### config.mk
export PLATFORM = sky130hd
export DESIGN_NAME = truth_table_sweeper
export DESIGN_NICKNAME = d
export VERILOG_FILES = /design/src/rtl/truth_table_sweeper.sv
export SDC_FILE = /design/constraint.sdc
export NUM_CORES = 1
export LEC_CHECK = 0
export CAP_MARGIN = 15
export CORE_UTILIZATION = 35
export DETAILED_ROUTE_END_ITERATION = 6
export DONT_BUFFER_PORTS = 1
export GPL_ROUTABILITY_DRIVEN = 0
export PLACE_DENSITY = 0.48
export SLEW_MARGIN = 20
export SYNTH_ARGS = -nofsm -noshare
export SYNTH_HDL_FRONTEND = slang
export SYNTH_SLANG_ARGS = --single-unit
### constraint.sdc
create_clock -name clk -period 3.2 [get_ports clk]
set_input_delay 0.64 -clock clk [delete_from_list [all_inputs] [get_ports clk]]
set_output_delay 0.64 -clock clk [all_outputs]
set_load 0.05 [all_outputs]
### src/rtl/truth_table_sweeper.sv
// Sweeps {C,B,A} through indices 0..7, samples the downstream function output Y
// for each index, and grades the captured truth table against EXPECTED.
module truth_table_sweeper #(
   parameter logic [7:0] EXPECTED = 8'h96,
   parameter int         SETTLE   = 1
) (
   input  logic       clk,
   input  logic       reset_n,
   input  logic       start,
   input  logic       y_in,
   output logic       abc_a,
   output logic       abc_b,
   output logic       abc_c,
   output logic       busy,
   output logic       done,
   output logic       pass,
   output logic [7:0] table_out,
   output logic [3:0] err_count,
   output logic [2:0] first_err_idx
);

   typedef enum logic [1:0] {
      S_IDLE,
      S_SETTLE,
      S_SAMPLE,
      S_FINISH
   } state_t;

   localparam logic [3:0] CNT_RELOAD = 4'(SETTLE - 1);

   state_t     state;
   state_t     state_nxt;
   logic [2:0] idx;
   logic [3:0] settle_cnt;
   logic [2:0] abc;
   logic [7:0] tbl_nxt;
   logic       mismatch;

   assign abc_a = abc[0];
   assign abc_b = abc[1];
   assign abc_c = abc[2];

   always_ff @(posedge clk) begin
      if (!reset_n) state <= S_IDLE;
      else          state <= state_nxt;
   end

   always_comb begin
      state_nxt = state;
      case (state)
         S_IDLE:   if (start) state_nxt = S_SETTLE;
         S_SETTLE: if (settle_cnt == 4'd0) state_nxt = S_SAMPLE;
         S_SAMPLE: state_nxt = (idx == 3'd7) ? S_FINISH : S_SETTLE;
         S_FINISH: state_nxt = S_IDLE;
         default:  state_nxt = S_IDLE;
      endcase
   end

   // Table including the bit being sampled this cycle; pass is graded on this
   // so the index-7 sample is part of the verdict.
   always_comb begin
      tbl_nxt      = table_out;
      tbl_nxt[idx] = y_in;
      mismatch     = (y_in != EXPECTED[idx]);
   end

   always_ff @(posedge clk) begin
      if (!reset_n) begin
         idx           <= 3'd0;
         settle_cnt    <= 4'd0;
         abc           <= 3'd0;
         busy          <= 1'b0;
         done          <= 1'b0;
         pass          <= 1'b0;
         table_out     <= 8'd0;
         err_count     <= 4'd0;
         first_err_idx <= 3'd0;
      end else begin
         done <= 1'b0;
         case (state)
            S_IDLE: begin
               if (start) begin
                  table_out     <= 8'd0;
                  err_count     <= 4'd0;
                  first_err_idx <= 3'd0;
                  pass          <= 1'b0;
                  idx           <= 3'd0;
                  abc           <= 3'd0;
                  busy          <= 1'b1;
                  settle_cnt    <= CNT_RELOAD;
               end
            end
            S_SETTLE: begin
               if (settle_cnt != 4'd0) settle_cnt <= settle_cnt - 4'd1;
            end
            S_SAMPLE: begin
               table_out <= tbl_nxt;
               if (mismatch) begin
                  err_count <= err_count + 4'd1;
                  if (err_count == 4'd0) first_err_idx <= idx;
               end
               if (idx == 3'd7) begin
                  done <= 1'b1;
                  busy <= 1'b0;
                  abc  <= 3'd0;
                  pass <= (tbl_nxt == EXPECTED);
               end else begin
                  idx        <= idx + 3'd1;
                  abc        <= idx + 3'd1;
                  settle_cnt <= CNT_RELOAD;
               end
            end
            S_FINISH: begin
               abc <= 3'd0;
            end
            default: ;
         endcase
      end
   end

endmodule

==> results_dict.tcl, run 1 <==
set metrics [dict create \
    hold_violations 0 \
    vias 1383 \
    finalSetupTns_ns 0 \
    port_buffers 0 \
    crit_type "flip-flop to flip-flop" \
    synth_edf_count 0 \
    cts_hold_buf 0 \
    ir_drop_uv 327.1 \
    reg2reg_depth 7 \
    die_width_um 71.57 \
    skew_ns 0.007651 \
    die_h_um 71.57 \
    critPathCaptureType "flip-flop" \
    yosysMostFrequentCell "dfxtp_1" \
    hold_path_end "err_count[1]" \
    crit_top_cell "ha_1" \
    max_freq_mhz 424.6 \
    cts_tree "done" \
    hold_start "reset_n" \
    cts.sinks 31 \
    grt_max_degree 29 \
    avgSynthCellArea_sq_um 8.600 \
    seq_area_frac_synth 0.3663 \
    regToRegStartpoint "idx[1]" \
    wl_per_cell_um 15.91 \
    synth-main-ff-cell "dfxtp_1" \
    synth_top_area_frac 0.3663 \
    post_cts_buffers 0 \
    cts_buffer_depth 2 \
    synth_area_leader_cell "dfxtp_1" \
    drtPass1Iterations 4 \
    crit_chain "ha_1 -> ha_1 -> nand2b_1 -> o21ai_1 -> a22o_1 -> xor2_2 -> mux2_4" \
    rows 24 \
    syn_to_final_growth_pct 6.943 \
    htreeDepth 2 \
    worst_pin_slew_ns 0.6437 \
    timing.final.crit_period_ns 2.355 \
    drive_above_1_share 0.08808 \
    min_period_over_period 0.7360 \
    viasPerCell 5.645 \
    clk_pin_slew_ns 0.07 \
    floorplan.initialDensity 0.3761 \
    hold_class "input pin to flip-flop" \
    grt_pass1_vias 1367 \
    yosys_register_bits 31 \
    critPathMaxStageDelay_ns 0.63 \
    cpMaxStageDelayCell "dfxtp_1" \
    synthesis.nets 207 \
    drc 0 \
    grt_pass1_wl_um 6527 \
    antenna_cells 0 \
    syn_area_sq_mm 0.001694 \
    antenna_found_initial 0 \
    cp.arrival_ns 2.53 \
    setup_slack_ns 0.8448 \
    outcome "finished, final reports clean" \
    finalPower_uw 1017 \
    drv_slew 0 \
    synth_area_leaders "dfxtp_1, nor2b_1, ha_1" \
    crit_buf_inv 0 \
    pre_cts_ws_ns 0.8684 \
    ys_async_sr_fraction 0 \
    pin_count 25 \
    slew_headroom 0.5703 \
    hpwlAfterDp_um 2686 \
    antenna_left 0 \
    startpoint_type "flip-flop" \
    rsz0062_at_grt "false" \
    synth_cell_types 44 \
    cts_resized 0 \
    die_area_sq_mm 0.005122 \
    rrSetupSlack_ns 0.84 \
    power_density_mw_per_mm2 561.4 \
    crit_fanout 15 \
    track_usage 0.1672 \
    synthTopCellsByCount "dfxtp_1, nor2b_1, nor2_1, o21ai_0, nand2_1" \
    whs_path_depth 1 \
    setup_viol 0 \
    ys_warn_count 0 \
    startpoint "idx[1]" \
    cp_top_family "flip-flops" \
    drv_cap 0 \
    drtIter0Drc 98 \
    clkLatencyLatePin_ns 0.28 \
    clock-root-buffer "clkbuf_8" \
    fp.coreArea_sq_mm 0.004504 \
    nets 202 \
    routed_wl_um 3898 \
    overflow 0 \
    power.leakage_uw 0.0006416 \
    required_ns 3.37 \
    synth_cells 197 \
    cts_buffers 5 \
]
[cells in the final DEF (no fill, tap or decap), drive strengths merged]
cell type / count
a21oi: 7
nor3: 5
o2bb2ai: 2
a32oi: 1
clkbuf: 6
and2b: 1
nor2b: 18
xor2: 5
buf: 1
a31oi: 1
o21bai: 1
a22oi: 10
inv: 6
clkinv: 1
o22ai: 2
and3: 2
xnor2: 3
and2: 7
o21ai: 16
a2bb2oi: 1
a21o: 1
dfxtp: 31
o32ai: 1
nand2: 11
mux2i: 1
mux2: 3
o21a: 2
ha: 6
a22o: 2
bufinv: 1
nand3b: 2
nor4b: 1
nand3: 7
a21boi: 4
nor2: 15
nand4: 2
nand2b: 5
nor3b: 2
[cells by family after synthesis]
family	after synthesis	share of synthesized area
muxes	4	0.02806
xor gates and xnor gates	8	0.04579
and+or+nand+nor	78	0.2474
DFF	31	0.3663
buffers and inverters	19	0.05613
AOI/OAI and AO/OA	51	0.2120
adders and majority gates	6	0.04431
[routing by layer]
metal,GRT usage,vias up,wire (um)
met5,0,-,0
met4,0.07843,0,53
met3,0.05204,4,212
met2,0.2751,40,1862
met1,0.1997,660,1769
li1,-,679,-
[per-stage QoR]
step / hold slack (ns) / std cells / cell area (sq um) / utilization
after global placement: 0.5127 / 237 / 1694 / 0.3761
after detailed placement: 0.5230 / 237 / 1694 / 0.3761
final: 0.4783 / 245 / 1812 / 0.4022
after global routing: 0.4708 / 245 / 1812 / 0.4022
after CTS: 0.4690 / 245 / 1812 / 0.4022
after floorplan: 0.4802 / 197 / 1694 / -
[cell type report]
class | count | area [sq um]
flip-flops and latches | 31 | 620.6
repair buffers | 1 | 7.507
clock inverters | 2 | 35.03
multi-input cells | 147 | 978.4
clock buffers | 6 | 82.58
well taps | 52 | 65.06
inverters | 6 | 22.52
fillers | 454 | 2693
[power breakdown]
part | switching, uW | leakage [uW] | total (uW) | internal [uW]
Sequential | 43.0 | 0.000251 | 449 | 406
Combinational | 94.8 | 0.000329 | 167 | 72.4
Clock | 149 | 0.0000612 | 400 | 252
Total | 286 | 0.000642 | 1020 | 731
[worst max path at each step]
stage               depth (start not counted)  slack [ns]        end
global route                                7        0.73  flip-flop
global placement                            7        0.93  flip-flop
detailed placement                          7        0.87  flip-flop
floorplan                                   8        1.37  flip-flop
finish                                      7        0.84  flip-flop
CTS                                         7        0.85  flip-flop
[state kept, by name, summed over array words and instances, names as in the netlist, named ones only]
name	count
abc	3
err_count	4
pass	1
state	2
settle_cnt	4
done	1
table_out	8
first_err_idx	3
idx	3
busy	1
No activity file was read; power rests on OpenSTA's default activity.
==> run 2, diff against run 1 <==
Clock period 3.2 ns to 2.4 ns, I/O delays scaled along.
==> results_dict.tcl, run 2 (synthesized netlist as in run 1, its figures left out) <==
set metrics [dict create \
    syn_to_final_growth_pct 10.93 \
    cts_buffers 5 \
    cts_hold_buf 0 \
    routed_wl_um 3834 \
    grt_max_degree 29 \
    min_period_over_period 0.8193 \
    largest_register_ffs 8 \
    cts.sinks 31 \
    grt_pass1_wl_um 6893 \
    slew_headroom 0.6247 \
    startpoint_type "flip-flop" \
    port_buffers 0 \
    drv_slew 0 \
    drc 0 \
    hold_violations 0 \
    fp.coreArea_sq_mm 0.004504 \
    cts_resized 0 \
    clock-root-buffer "clkbuf_8" \
    clk_pin_slew_ns 0.07 \
    rrSetupSlack_ns 0.43 \
    vias 1401 \
    cts_buffer_depth 2 \
    layout_common_cells "dfxtp_1, nor2b_1, o21ai_0, nor2_1, nand2_1" \
    htreeDepth 2 \
    power.leakage_uw 0.0006906 \
    setup_viol 0 \
    pin_count 25 \
    wl_per_cell_um 15.09 \
    drive_above_1_share 0.1287 \
    antenna_cells 0 \
    power_density_mw_per_mm2 724.7 \
    dpl_cell_area_sq_mm 0.001762 \
    drtPass1Iterations 4 \
    fin_area_sq_mm 0.001879 \
    overflow 0 \
    clkLatencyLatePin_ns 0.29 \
    dr_wl_met3_um 220 \
    floorplan.initialDensity 0.3761 \
    fin_hold_ws_ns 0.3091 \
    critPathCaptureType "flip-flop" \
    hold_class "input pin to flip-flop" \
    multiInputGateArea_sq_um 978.4 \
    cts_tree "done" \
    skew_ns 0.006636 \
    finalSetupTns_ns 0 \
    nets 211 \
    antenna_found_initial 0 \
    drv_cap 0 \
    seq_area_sq_um 620.6 \
    grt_pass1_vias 1437 \
    hpwlAfterDp_um 2727 \
    largest_registers "table_out x8, err_count x4, settle_cnt x4" \
    crit_fanout 10 \
    top_layer_used "met4" \
    ir_drop_uv 352.6 \
    post_cts_buffers 0 \
    fillers 470 \
    startpoint "idx[1]" \
    antenna_left 0 \
    top_register "table_out" \
    drtIter0Drc 63 \
    rows 24 \
    reg2reg_depth 7 \
    regToRegStartpoint "idx[1]" \
    die_area_sq_mm 0.005122 \
    drt-met1-wl_um 1792 \
    timing.final.crit_period_ns 1.966 \
    cp.arrival_ns 2.14 \
    max_freq_mhz 508.6 \
    worst_pin_slew_ns 0.5622 \
    rsz0062_at_grt "false" \
    crit_type "flip-flop to flip-flop" \
    die_h_um 71.57 \
    required_ns 2.58 \
    track_usage 0.1732 \
    layout_commonest_cell "dfxtp_1" \
    outcome "finished, final reports clean" \
    met2_length_um 1748 \
    viasPerCell 5.516 \
    die_width_um 71.57 \
]
==> run 2: cell count changes in the layout (fill, tap and decap cells not counted), sizes merged <==
cell / delta
buf: +9
==> run 2: cell type report <==
class / count / area share
clock buffers: 6 / 0.04394
well taps: 52 / 0.03462
repair buffers: 10 / 0.03995
flip-flops and latches: 31 / 0.3302
inverters: 6 / 0.01198
multi-input cells: 147 / 0.5206
clock inverters: 2 / 0.01864
==> run 2: worst min path at each step <==
| stage | start | to | slack, ns | cells past startpoint |
|---|---|---|---|---|
| after floorplan | settle_cnt[3] | settle_cnt[3] | 0.48 | 2 |
| after global placement | table_out[1] | table_out[1] | 0.51 | 2 |
| after detailed placement | settle_cnt[3] | settle_cnt[3] | 0.52 | 2 |
| after CTS | reset_n | err_count[0] | 0.31 | 1 |
| after global routing | reset_n | err_count[0] | 0.31 | 1 |
| final | reset_n | err_count[0] | 0.31 | 1 |
==> run 2: report_power, final <==
part           internal (uW)  leakage (uW)  switching (uW)
Sequential               542      0.000251            44.9
Clock                    336     0.0000612             201
Combinational            101      0.000378             137
==> run 2: layer usage <==
metal / GRT usage / vias to the layer above
met1: 0.2171 / 660
met4: 0.06318 / 0
met3: 0.04923 / 9
met2: 0.2847 / 35
met5: 0 / -
li1: - / 697
==> run 2: stage by stage <==
step	cells	utilization	setup slack (ns)	total power (uW)
after global placement	246	0.3911	0.5341	832.6
after CTS	254	0.4172	0.4386	1378
after global routing	254	0.4172	0.3164	1435
final	254	0.4172	0.4336	1362
after floorplan	197	-	0.5658	799.4
after detailed placement	246	0.3911	0.4550	836.0
==> run 2: worst max-delay path, cell delays in order (launching register included) <==
cell      delay, ns
dfxtp_1        0.34
ha_1           0.16
ha_1           0.34
nand2b_1       0.18
o21ai_1        0.06
a22o_1         0.29
xor2_2         0.18
mux2_4         0.30
